**src/rtl/ps2_pkg.sv**
```systemverilog
// Shared types and constants for the PS/2 receive path.
package ps2_pkg;

   localparam int PS2_DATA_BITS  = 8;
   localparam int PS2_FRAME_BITS = 11;

   typedef enum logic [1:0] {
      ST_IDLE,
      ST_DATA,
      ST_PARITY,
      ST_STOP
   } ps2_rx_state_t;

endpackage

```
**src/rtl/edge_detector.sv**
```systemverilog
// Registered previous-level edge detector.
module edge_detector #(
   parameter logic RESET_LEVEL = 1'b1
) (
   input  logic clk,
   input  logic rst,
   input  logic din,
   output logic fall,
   output logic rise
);

   logic prev;

   always_ff @(posedge clk) begin
      if (rst) prev <= RESET_LEVEL;
      else     prev <= din;
   end

   assign fall = prev & ~din;
   assign rise = ~prev & din;

endmodule

```
**src/rtl/ps2_rx_frame.sv**
```systemverilog
// PS/2 device-to-host frame receiver: start, 8 data LSB-first,
// odd parity, stop; one byte strobe or error pulse per frame.
module ps2_rx_frame
   import ps2_pkg::*;
#(
   parameter int TIMEOUT_CYCLES = 100000
) (
   input  logic       clk,
   input  logic       rst,
   input  logic       ps2_clk_db,
   input  logic       ps2_data_db,
   output logic [7:0] data,
   output logic       data_valid,
   output logic       parity_err,
   output logic       frame_err
);

   localparam int TW = $clog2(TIMEOUT_CYCLES);
   localparam int BW = $clog2(PS2_DATA_BITS);
   localparam logic [TW-1:0] T_ONE  = TW'(1);
   // Decided one cycle early so the registered pulse lands on
   // exactly TIMEOUT_CYCLES after the last edge.
   localparam logic [TW-1:0] T_LAST = TW'(TIMEOUT_CYCLES - 2);
   localparam logic [BW-1:0] B_LAST = BW'(PS2_DATA_BITS - 1);

   ps2_rx_state_t state_q, state_d;

   logic [PS2_DATA_BITS-1:0] shreg_q, shreg_d;
   logic [BW-1:0]            bcnt_q, bcnt_d;
   logic [TW-1:0]            tcnt_q, tcnt_d;
   logic                     par_ok_q, par_ok_d;
   logic [7:0]               data_d;
   logic                     dv_d, pe_d, fe_d;
   logic                     fall;

   edge_detector #(.RESET_LEVEL(1'b1)) u_clk_edge (
      .clk  (clk),
      .rst  (rst),
      .din  (ps2_clk_db),
      .fall (fall),
      .rise ()
   );

   always_ff @(posedge clk) begin
      if (rst) begin
         state_q    <= ST_IDLE;
         shreg_q    <= '0;
         bcnt_q     <= '0;
         tcnt_q     <= '0;
         par_ok_q   <= 1'b0;
         data       <= 8'h00;
         data_valid <= 1'b0;
         parity_err <= 1'b0;
         frame_err  <= 1'b0;
      end else begin
         state_q    <= state_d;
         shreg_q    <= shreg_d;
         bcnt_q     <= bcnt_d;
         tcnt_q     <= tcnt_d;
         par_ok_q   <= par_ok_d;
         data       <= data_d;
         data_valid <= dv_d;
         parity_err <= pe_d;
         frame_err  <= fe_d;
      end
   end

   always_comb begin
      state_d  = state_q;
      shreg_d  = shreg_q;
      bcnt_d   = bcnt_q;
      tcnt_d   = '0;
      par_ok_d = par_ok_q;
      data_d   = data;
      dv_d     = 1'b0;
      pe_d     = 1'b0;
      fe_d     = 1'b0;

      if (state_q != ST_IDLE && !fall)
         tcnt_d = tcnt_q + T_ONE;

      unique case (state_q)
         ST_IDLE: begin
            if (fall && !ps2_data_db) begin
               state_d = ST_DATA;
               bcnt_d  = '0;
            end
         end
         ST_DATA: begin
            if (fall) begin
               shreg_d = {ps2_data_db, shreg_q[7:1]};
               bcnt_d  = bcnt_q + BW'(1);
               if (bcnt_q == B_LAST)
                  state_d = ST_PARITY;
            end
         end
         ST_PARITY: begin
            if (fall) begin
               par_ok_d = ^{shreg_q, ps2_data_db};
               state_d  = ST_STOP;
            end
         end
         ST_STOP: begin
            if (fall) begin
               state_d = ST_IDLE;
               if (ps2_data_db && par_ok_q) begin
                  data_d = shreg_q;
                  dv_d   = 1'b1;
               end else if (ps2_data_db) begin
                  pe_d = 1'b1;
               end else begin
                  fe_d = 1'b1;
               end
            end
         end
         default: state_d = ST_IDLE;
      endcase

      // An edge on the terminal count wins over the timeout.
      if (state_q != ST_IDLE && !fall && tcnt_q == T_LAST) begin
         state_d = ST_IDLE;
         tcnt_d  = '0;
         fe_d    = 1'b1;
      end
   end

endmodule

```
**config.mk**
```make
export PLATFORM = sky130hd
export DESIGN_NAME = ps2_rx_frame
export DESIGN_NICKNAME = d
export VERILOG_FILES = /design/src/rtl/ps2_pkg.sv /design/src/rtl/edge_detector.sv /design/src/rtl/ps2_rx_frame.sv
export SDC_FILE = /design/constraint.sdc
export NUM_CORES = 1
export LEC_CHECK = 0
export CAP_MARGIN = 20
export CORE_UTILIZATION = 30
export DETAILED_ROUTE_END_ITERATION = 10
export RECOVER_POWER = 25
export SYNTH_ARGS = -nofsm -noshare
export SYNTH_HDL_FRONTEND = slang
export SYNTH_SLANG_ARGS = --single-unit
```
**constraint.sdc**
```tcl
create_clock -name clk -period 2.6 [get_ports clk]
set_input_delay 0.26 -clock clk [delete_from_list [all_inputs] [get_ports clk]]
set_output_delay 0.26 -clock clk [all_outputs]
set_load 0.02 [all_outputs]
```
; ---- Word-level counts from Yosys, hierarchy flattened
; Index checks and enable logic that the tools add are counted.
[word_totals]
out_inout_bits = 11
ram_bits = 0
word_cells = 62
register_bits = 43
n_memories = 0
mem_bits_ro = 0
latch_bits = 0
[classes]
shift = 0
n_addsub = 2
muxes = 16
order_cmp = 0
n_bitwise = 5
reduce_logical = 19
n_eq_ne = 10
n_div = 0
multipliers = 0
[ops]
columns = cell, count
row1 = adder 17 x 1 -> 17 bit (second input constant), 1
row2 = == test 17 bit (second input constant), 1
row3 = two-way mux 2 bit, 5
row4 = inequality test 2 bit (second input constant), 5
row5 = parity 9 bit, 1
row6 = case mux 2 bit (4 select lines), 1
row7 = two-way mux 1 bit, 7
row8 = two-way mux 3 bit, 2
row9 = case mux 3 bit (2 select lines), 1
row10 = AND reduction 3 bit, 2
row11 = OR reduction 3 bit, 2
row12 = AND reduction 5 bit, 1
row13 = == test 2 bit (second input constant), 2
row14 = logical AND 1 bit, 4
row15 = NOT 1 bit, 4
row16 = AND reduction 2 bit, 2
row17 = nonzero test 2 bit, 2
row18 = OR reduction 4 bit, 1
row19 = adder 3 x 1 -> 3 bit (second input constant), 1
row20 = == test 3 bit (second input constant), 1
row21 = == test 2 x 1 -> 1 bit (second input constant), 1
row22 = zero test 1 bit, 2
row23 = zero test 2 bit, 1
row24 = OR reduction 2 bit, 1
row25 = AND 1 bit, 1

; ---- Logic depth before layout (Yosys ltp)
; Gate-level depths: netlist of run 1.
[depth]
word_depth = 6
ltp_mapped = 7

; ---- Hierarchy
; A second synthesis of run 1 with hierarchy kept.
[unflattened]
cells_unflattened = 225
area_unflattened_um2 = 1936.9
[by_module_without_submodules]
columns = mod, seq_area_each_um2, area_per_inst_um2, instances, cells_each
row1 = ps2_rx_frame, 840.8, 1896.8, 1, 221
row2 = edge_detector, 20.0, 40.0, 1, 4

; ---- Worst setup path after synthesis of run 1
; Ideal clock, no wire load.
[synth_timing]
path_kind = reg2reg
from = reg tcnt_q[6]
to = reg tcnt_q[16]
path_stages_with_launch = 6
synth_period_minus_slack_ps = 1961
t_required_ps = 2485
arrival_time_ps = 1847
slack_ps = 639
path_cell_list = dfxtp_1 or4b_1 or4_4 o21ai_2 buf_4 nor2_1
[synth_via]
elab_chain_cells = 3
elab_cells_between_ends = 4
cone_classes = add/sub (1) / eq/ne (1) / reduce/logical (2)
[synth_rtl]
columns = element, line
row1 = start: declaration, ps2_rx_frame.sv:30  ; logic [TW-1:0] tcnt_q, tcnt_d;
row2 = start signal: assignment, ps2_rx_frame.sv:59  ; tcnt_q <= tcnt_d;
row3 = "parallel branches: the longest is 3 deep, another holds adder 17 x 1 -> 17 bit", -
; Parallel ways; which one is timed is not known.
; A chain may end at the register's enable or synchronous reset.

; ---- Worst setup path after layout of run 1
[layout_timing]
from = reg tcnt_q[6]
to = reg frame_err
[layout_via]
elab_chain_cells = 3
[layout_rtl]
columns = element, line
row1 = == test 17 bit, ps2_rx_frame.sv:120  ; if (state_q != ST_IDLE && !fall && tcnt_q == T_LAST) begin
row2 = logical AND 1 bit, ps2_rx_frame.sv:120
row3 = two-way mux 1 bit, ps2_rx_frame.sv:120
row4 = end signal: assignment, ps2_rx_frame.sv:54  ; frame_err <= 1'b0;
row5 = end signal: assignment, ps2_rx_frame.sv:64  ; frame_err <= fe_d;
row6 = end: declaration, ps2_rx_frame.sv:15  ; output logic frame_err
; No other way between the ends.

==> results of run 1 <==
cells in the final DEF, fill, tap and decap left out, types with 7 or more instances in the layout:
master / instances
ha_1: 8
nor2_1: 40
dfxtp_1: 43
nor4_1: 7
clkdlybuf4s50_1: 12
mux2i_1: 18
inv_1: 7
nor3_1: 7
xnor2_1: 15
sequential cells by signal, indices dropped and copies added (netlist names):
signal           cells
data_valid           1
u_clk_edge.prev      1
shreg_q              8
tcnt_q              17
data                 8
state_q              2
bcnt_q               3
par_ok_q             1
frame_err            1
parity_err           1
cells by family (layout without fill, tap and decap cells):
group	Yosys count	after routing	share of synthesized area (%)
adders and majority gates	8	8	5.222
buffers and inverters	16	33	3.525
DFF	43	43	44.91
muxes	18	18	9.399
xor gates and xnor gates	20	20	9.856
AOI/OAI and AO/OA	10	10	3.394
and+or+nand+nor	89	89	23.69
per-layer routing:
| metal | up-vias | share of wire (%) | GRT usage (%) | wire, µm |
|---|---|---|---|---|
| li1 | 725 | - | - | - |
| met1 | 633 | 52 | 14.82 | 1702 |
| met2 | 12 | 45 | 17.77 | 1499 |
| met3 | 2 | 2.5 | 3.333 | 82 |
| met4 | 0 | 0.45 | 3.684 | 15 |
| met5 | - | 0 | 0 | 0 |
final timing paths:
kind                                       startpoint                     to  slack [ps]
worst min-delay path            par_ok_q$_SDFFE_PP0P_  parity_err$_SDFF_PP0_         450
worst max-delay path             tcnt_q[6]$_SDFF_PP0_   frame_err$_SDFF_PP0_         570
worst max register to register   tcnt_q[6]$_SDFF_PP0_   frame_err$_SDFF_PP0_         570
worst min register to register  par_ok_q$_SDFFE_PP0P_  parity_err$_SDFF_PP0_         450
report_power, final:
group,leakage (nW),total [mW],internal (mW),switching [mW]
logic,0.458,0.132,0.0562,0.0756
clock network,0.0408,0.436,0.192,0.244
registers,0.347,0.682,0.671,0.0114
stage by stage:
step                      total power, mW  utilization [%]  cell area [µm²]
after floorplan                    0.8086                -             1917
after global placement             0.8321            35.51             2140
after detailed placement           0.8327            35.51             2140
after CTS                           1.278            37.04             2232
after global routing                1.329            36.98             2228
final                               1.250            36.98             2228
final cells by class:
cell class / count / area (µm²) / area share (%)
Multi-Input combinational cell: 145 / 988.4 / 44.36
Clock buffer: 5 / 68.82 / 3.088
Inverter: 7 / 26.28 / 1.179
Sequential cell: 43 / 860.8 / 38.63
Clock inverter: 3 / 23.77 / 1.067
Tap cell: 75 / 93.84 / 4.211
Timing Repair Buffer: 18 / 166.4 / 7.468
worst max-delay path, stage by stage, from the launching register on:
cell and delay, ps:
dfxtp_1 350, or4b_1 520, or4_4 530, or4_1 400
a21oi_1 140
==> flow_summary_export.csv, run 1 <==
group,metric,value,unit
status,status,"finished clean",
floorplanning,io_pins,15,
floorplanning,initial_core_util,31.81,%
grt,grt_pass1_vias,1313,
critical_path,end_kind,"register",
detailed_routing,routed_wirelength,3.299,mm
timing,fin_crit_sh,78.13,%
clocking,clk_pin_slew,90,ps
detailed_routing,antenna_left,0,
clocking,cts_root_buf,"clkbuf_8",
power_and_ir_drop,max-vdd-ir-drop,0.2781,mV
place,dp_slack,582.7,ps
worst_hold_path,hp-class,"reg -> reg",
power_and_ir_drop,powerDensity,561.0,nW/µm²
detailed_routing,routed_via_density,4.635,
clocking,hold_buffers,0,
final_layout,drive_gt1_share,7.692,%
place,gp_congestion,0.7366,
synthesis,synth_top_cell_by_area,"dfxtp_1",
grt,grt_max_degree,28,
timing,fin_skew,4.789,ps
final_layout,num-fill-cells,622,
synthesis,post-synth-top-area-fraction,44.91,%
critical_path,critPathLaunchType,"register",
synthesis,syn_inst,204,
timing,final_max_slew_viol_count,0,
critical_path,worstPathRequired,2810,ps
clocking,cts_inserted_buffers,5,
floorplanning,rows,28,
run,maxCapViolCount,0,
synthesis,synth.top_cells.by_count,"dfxtp_1, nor2_1, mux2i_1",
timing,finalCriticalPeriod,2031,ps
timing,setup_viol,0,
detailed_routing,drt-initial-drc-count,62,
timing,fmax,492.3,MHz
grt,antenna_found_initial,0,
timing,tightest_slew,1150,ps
timing,hold_viol_final,0,
worst_hold_path,hold_path_depth,1,
synthesis,synthMostInstantiatedCell,"dfxtp_1",
synthesis,syn_nets,216,
synthesis,seq_area_frac_synth,44.91,%
synthesis,synth_cell_types,31,
timing,rsz0062_at_grt,"false",
clocking,post-cts-setup-buffer-count,0,
final_layout,nets,232,
power_and_ir_drop,cellLeakagePower,0.8452,nW
detailed_routing,drc,0,
floorplanning,dieArea,6713,µm²
clocking,htree_levels,2,
grt,grt_pass1_wl,5.878,mm
place,place_inst,288,
timing,tns,0,ps
synthesis,synth-edff-count,0,
critical_path,path_class,"reg -> reg",
synthesis,yosysWarnings,0,
timing,setup_ws,568.7,ps
synthesis,synthTopCellsByArea,"dfxtp_1, mux2i_1, nor2_1",
synthesis,syn_avg_cell_area,9.396,µm²
detailed_routing,drt-wirelength-per-cell,11.15,µm
timing,holdWs,453.2,ps
clocking,post_cts_resized,0,
final_layout,diodes,0,
final_layout,area_growth,16.25,%
floorplanning,die_h,81.94,µm
place,port_buffers,14,
synthesis,synthesis.area,1917,µm²
final_layout,final_cells,296,
clocking,worstSkewPairLatency,290,ps
critical_path,worstPathMaxFanout,5,
grt,globalRouteTotalUtil,11.35,%
grt,grt-ovfl-total,0,
timing,slew_headroom,23.30,%
synthesis,synth-async-reset-ratio,0,%
detailed_routing,routed-via-count,1372,
critical_path,arrival,2240,ps
detailed_routing,dr.pass1.iters,4,
critical_path,rr_worst_depth,4,
floorplanning,fp.dieW,81.94,µm
floorplanning,core,6026,µm²
clocking,cts_tree,"yes",
clocking,clockBufferDepth,2,
synthesis,ys_ff_latch,43,
synthesis,synth_flop_cell,"dfxtp_1",
clocking,clock-sinks,43,
place,hpwl,2.289,mm
Note: power is estimated with default switching activity, not from simulation.
==> run 2, diff against run 1 <==
Clock period 2.6 ns to 1.9 ns, I/O delays scaled along.
==> flow_summary_export.csv, run 2 (same netlist as run 1, synthesis figures left out) <==
group,metric,value,unit
critical_path,critical-path-max-stage-delay,520,ps
clocking,clk_pin_slew,90,ps
place,hpwl,2.399,mm
grt,grt_pass1_vias,1346,
detailed_routing,drc,0,
worst_hold_path,hold_end,"parity_err$_SDFF_PP0_",
critical_path,cp_top_family,"simple AND/OR/NAND/NOR gates",
timing,setup_ws,-69.88,ps
final_layout,nets,245,
final_layout,largest_reg_flops,17,
final_layout,reg_top3,"tcnt_q: 17 flops, data: 8 flops, shreg_q: 8 flops",
critical_path,cpMaxStageDelayCell,"or4b_4",
critical_path,reg2reg_slack,-70,ps
floorplanning,dieArea,6713,µm²
place,place_inst,301,
critical_path,crit_chain,"or4b_4 > or4_4 > or4_1 > a21oi_1",
final_layout,diodes,0,
critical_path,rr_worst_depth,4,
timing,finalCriticalPeriod,1970,ps
power_and_ir_drop,powerDensity,742.4,nW/µm²
worst_hold_path,hp-class,"reg -> reg",
timing,fin_skew,10.63,ps
timing,final_max_slew_viol_count,0,
critical_path,crit_buf_inv,0,
detailed_routing,antenna_left,0,
clocking,post-cts-setup-buffer-count,0,
final_layout,final_cells,309,
timing,rsz0062_at_grt,"true",
clocking,htree_levels,2,
run,maxCapViolCount,0,
final_layout,regMostFlops,"tcnt_q",
place,port_buffers,14,
detailed_routing,routed-via-count,1438,
detailed_routing,drt-initial-drc-count,71,
clocking,clock-sinks,43,
critical_path,worstPathMaxFanout,3,
final_layout,area_growth,23.04,%
detailed_routing,routed_via_density,4.654,
floorplanning,fp.dieW,81.94,µm
final_layout,final_common_cell,"dfxtp_1",
floorplanning,initial_core_util,31.81,%
floorplanning,rows,28,
timing,fin_crit_sh,103.7,%
critical_path,arrival,2200,ps
grt,grt_max_degree,28,
power_and_ir_drop,cellLeakagePower,0.9202,nW
timing,hold_viol_final,0,
place,dp_slack,-77.85,ps
critical_path,critPathLaunchType,"register",
clocking,clockBufferDepth,2,
floorplanning,die_h,81.94,µm
floorplanning,core,6026,µm²
timing,slew_headroom,56.45,%
timing,tightest_slew,653.3,ps
worst_hold_path,hold_path_depth,1,
critical_path,end_kind,"register",
power_and_ir_drop,max-vdd-ir-drop,0.3415,mV
power_and_ir_drop,finalPower,1.751,mW
detailed_routing,dr.pass1.iters,4,
final_layout,final_cell_mix,"dfxtp_1, nor2_1, mux2i_1",
status,violations,"setup timing",
detailed_routing,drt-wirelength-per-cell,11.22,µm
grt,grt-ovfl-total,0,
final_layout,num-fill-cells,613,
critical_path,r2r_start,"tcnt_q[6]$_SDFF_PP0_",
critical_path,path_class,"reg -> reg",
timing,fmax,507.6,MHz
grt,grt_pass1_wl,6.030,mm
status,status,"finished, violations left",
timing,holdWs,475.8,ps
floorplanning,io_pins,15,
timing,setup_viol,1,
critical_path,r2r_end,"frame_err$_SDFF_PP0_",
worst_hold_path,min_from,"par_ok_q$_SDFFE_PP0P_",
grt,antenna_found_initial,0,
place,gp_congestion,0.8007,
grt,globalRouteTotalUtil,11.87,%
clocking,cts_root_buf,"clkbuf_8",
clocking,cts_inserted_buffers,5,
detailed_routing,routed_wirelength,3.466,mm
clocking,cts_tree,"yes",
critical_path,worstPathRequired,2130,ps
clocking,hold_buffers,0,
final_layout,drive_gt1_share,14.96,%
clocking,worstSkewPairLatency,300,ps
[run 2: cell count changes in the layout (fill, tap and decap cells not counted), moves of 2 or more]
cell	previous run	this run
buf_4	3	15
clkdlybuf4s50_1	12	14
dfxtp_1	43	41
dfxtp_2	0	2
dlygate4sd3_1	2	0
[run 2: through the flow]
stage,area (µm²),utilization (%),TNS (ps)
CTS,2351,39.02,-102.8
global placement,2258,37.48,-55.56
floorplan,1929,-,-42.34
finish,2359,39.14,-69.88
global route,2359,39.14,-291.9
detailed placement,2258,37.48,-77.85
[run 2: final cells by class]
cell class	count	area [µm²]	area share, %
repair buffers	31	276.5	11.72
inverters	7	26.28	1.114
well taps	75	93.84	3.979
clock inverters	3	23.77	1.008
flip-flops and latches	43	863.3	36.60
multi-input cells	145	1006	42.65
clock buffers	5	68.82	2.918
[run 2: worst max-delay path by stage]
stage / from / to / slack, ps / depth (start not counted)
detailed placement: tcnt_q[8]$_SDFF_PP0_ / frame_err$_SDFF_PP0_ / -80 / 4
CTS: tcnt_q[8]$_SDFF_PP0_ / frame_err$_SDFF_PP0_ / -100 / 4
floorplan: tcnt_q[8]$_SDFF_PP0_ / frame_err$_SDFF_PP0_ / -40 / 4
global placement: tcnt_q[8]$_SDFF_PP0_ / frame_err$_SDFF_PP0_ / -60 / 4
global route: tcnt_q[6]$_SDFF_PP0_ / frame_err$_SDFF_PP0_ / -100 / 4
finish: tcnt_q[6]$_SDFF_PP0_ / frame_err$_SDFF_PP0_ / -70 / 4
[run 2: report_power, final]
group	switching (mW)	internal (mW)	leakage (nW)
Combinational	0.112	0.0956	0.532
Sequential	0.0158	0.918	0.348
Clock	0.346	0.263	0.0408
Total	0.474	1.28	0.920
[run 2: timing repair]
action | CTS | global route
resized for setup | 0 | 4
pin swaps | 0 | 1
endpoints found under the setup margin | 2 | 20
[run 2: layer usage]
| metal | vias up | routed length, µm | GRT usage (%) |
|---|---|---|---|
| li1 | 750 | - | - |
| met1 | 669 | 1667 | 14.16 |
| met2 | 15 | 1677 | 19.59 |
| met3 | 4 | 85 | 3.444 |
| met4 | 0 | 35 | 5.263 |
| met5 | - | 0 | 0 |
==> run 3, diff against run 2 <==
Settings changed: CAP_MARGIN 20 to unset, PLACE_DENSITY set to 0.52.
==> flow_summary_export.csv, run 3 (same netlist as run 1, synthesis figures left out) <==
group,metric,value,unit
floorplanning,dieArea,6713,µm²
floorplanning,io_pins,15,
final_layout,final_common_cell,"dfxtp_1",
power_and_ir_drop,finalPower,1.743,mW
clocking,post-cts-setup-buffer-count,0,
final_layout,nets,245,
grt,antenna_found_initial,0,
critical_path,crit_top_cell,"or4_4",
final_layout,num-fill-cells,629,
detailed_routing,routed_wirelength,3.531,mm
status,status,"finished, violations left",
detailed_routing,antenna_left,0,
final_layout,largest_reg_flops,17,
clocking,cts_tree,"yes",
status,violations,"setup timing",
critical_path,critPathLaunch,"tcnt_q[6]$_SDFF_PP0_",
clocking,cts_root_buf,"clkbuf_8",
grt,grt-ovfl-total,0,
critical_path,r2r_end,"frame_err$_SDFF_PP0_",
grt,globalRouteTotalUtil,11.75,%
power_and_ir_drop,power.internal,1.277,mW
timing,setup_viol,1,
run,maxCapViolCount,0,
grt,grt_pass1_wl,5.982,mm
final_layout,area_growth,22.91,%
power_and_ir_drop,p_seq_share,53.6,%
grt,grt_pass1_vias,1335,
clocking,clockBufferDepth,2,
timing,rsz0062_at_grt,"true",
timing,fmax,501.4,MHz
detailed_routing,routed_via_density,4.595,
floorplanning,initial_core_util,31.81,%
timing,tightest_slew,611.1,ps
power_and_ir_drop,p_comb_share,11.9,%
timing,finalCriticalPeriod,1994,ps
floorplanning,core,6026,µm²
final_layout,final_cell_mix,"dfxtp_1, nor2_1, mux2i_1",
place,place_inst,301,
critical_path,end_kind,"register",
critical_path,reg2reg_slack,-90,ps
power_and_ir_drop,power.switching,0.4668,mW
critical_path,critPathLaunchType,"register",
final_layout,regArea,863.3,µm²
critical_path,critical-path-max-stage-delay,550,ps
floorplanning,rows,28,
detailed_routing,routed-via-count,1420,
final_layout,diodes,0,
power_and_ir_drop,p_clk_share,34.5,%
clocking,htree_levels,2,
detailed_routing,dr.pass1.iters,4,
timing,fin_skew,8.560,ps
timing,hold_viol_final,0,
final_layout,fin_area,2356,µm²
floorplanning,fp.dieW,81.94,µm
place,gp_congestion,0.7444,
timing,setup_ws,-94.22,ps
critical_path,rr_worst_depth,4,
critical_path,crit_end,"frame_err$_SDFF_PP0_",
grt,grt_max_degree,28,
floorplanning,die_h,81.94,µm
critical_path,worstPathMaxFanout,3,
place,placed_area,2258,µm²
final_layout,multi_input_area,1003,µm²
power_and_ir_drop,swShare,26.77,%
place,port_buffers,14,
critical_path,cpMaxStageDelayCell,"or4_4",
worst_hold_path,hp-class,"reg -> reg",
final_layout,final_cells,309,
power_and_ir_drop,powerDensity,740.0,nW/µm²
detailed_routing,drc,0,
power_and_ir_drop,cellLeakagePower,0.9207,nW
timing,fin_crit_sh,105.0,%
timing,slew_headroom,59.26,%
timing,final_max_slew_viol_count,0,
worst_hold_path,min_from,"par_ok_q$_SDFFE_PP0P_",
final_layout,fin_util,39.10,%
critical_path,arrival,2230,ps
critical_path,path_class,"reg -> reg",
final_layout,regMostFlops,"tcnt_q",
detailed_routing,drt-wirelength-per-cell,11.43,µm
clocking,cts_inserted_buffers,5,
final_layout,drive_gt1_share,14.53,%
clocking,clock-sinks,43,
clocking,clk_pin_slew,90,ps
critical_path,r2r_start,"tcnt_q[6]$_SDFF_PP0_",
place,hpwl,2.527,mm
place,dp_slack,-76.84,ps
clocking,worstSkewPairLatency,300,ps
critical_path,worstPathRequired,2140,ps
critical_path,crit_chain,"or4b_4 > or4_4 > or4_4 > a21oi_1",
final_layout,reg_top3,"tcnt_q: 17 flops, data: 8 flops, shreg_q: 8 flops",
detailed_routing,drt-initial-drc-count,65,
power_and_ir_drop,max-vdd-ir-drop,0.3965,mV
run 3: layout make-up:
class | instances | area share (%)
inverter | 7 | 1.115
timing repair buffer | 31 | 11.74
multi-input combinational | 145 | 42.59
tap | 75 | 3.983
clock buffer | 5 | 2.921
sequential | 43 | 36.64
clock inverter | 3 | 1.009
run 3: repair_timing:
action	4_1_cts	5_1_grt
pin swaps	1	1
gates resized for setup	0	3
endpoints found under the setup margin	2	20
hold buffers	0	0
run 3: how the worst min path moves through the flow:
| stage | to | cells past startpoint |
|---|---|---|
| final | parity_err$_SDFF_PP0_ | 1 |
| after global placement | parity_err$_SDFF_PP0_ | 1 |
| after global routing | parity_err$_SDFF_PP0_ | 1 |
| after floorplan | u_clk_edge.prev$_SDFF_PP1_ | 1 |
| after CTS | parity_err$_SDFF_PP0_ | 1 |
| after detailed placement | parity_err$_SDFF_PP0_ | 1 |
run 3: per-stage QoR:
stage               setup TNS, ps  hold slack [ps]
floorplan                  -42.34            296.6
global placement           -57.45            448.2
detailed placement         -76.84            447.9
CTS                        -80.91            452.3
global route               -605.9            473.4
finish                     -94.22            452.0
run 3: worst max-delay path, delay by kind of cell (launching register included):
family             cells  cell delay (ps)
and+or+nand+nor        3             1490
AOI/OAI and AO/OA      1              120
DFF                    1              330
run 3: metal layers:
metal  global-route usage (%)  part of all wire (%)
met1                    14.43                    52
met2                    19.17                    44
met3                    3.333                   2.7
met4                    4.737                  0.96
met5                        0                     0
run 3: power groups by stage:
| stage | clock [mW] | combinational (mW) | sequential (mW) |
|---|---|---|---|
| floorplan | 0 | 0.159 | 0.952 |
| global placement | 0 | 0.208 | 0.956 |
| detailed placement | 0 | 0.208 | 0.956 |
| CTS | 0.633 | 0.209 | 0.934 |
| global route | 0.676 | 0.231 | 0.937 |
| finish | 0.602 | 0.207 | 0.934 |
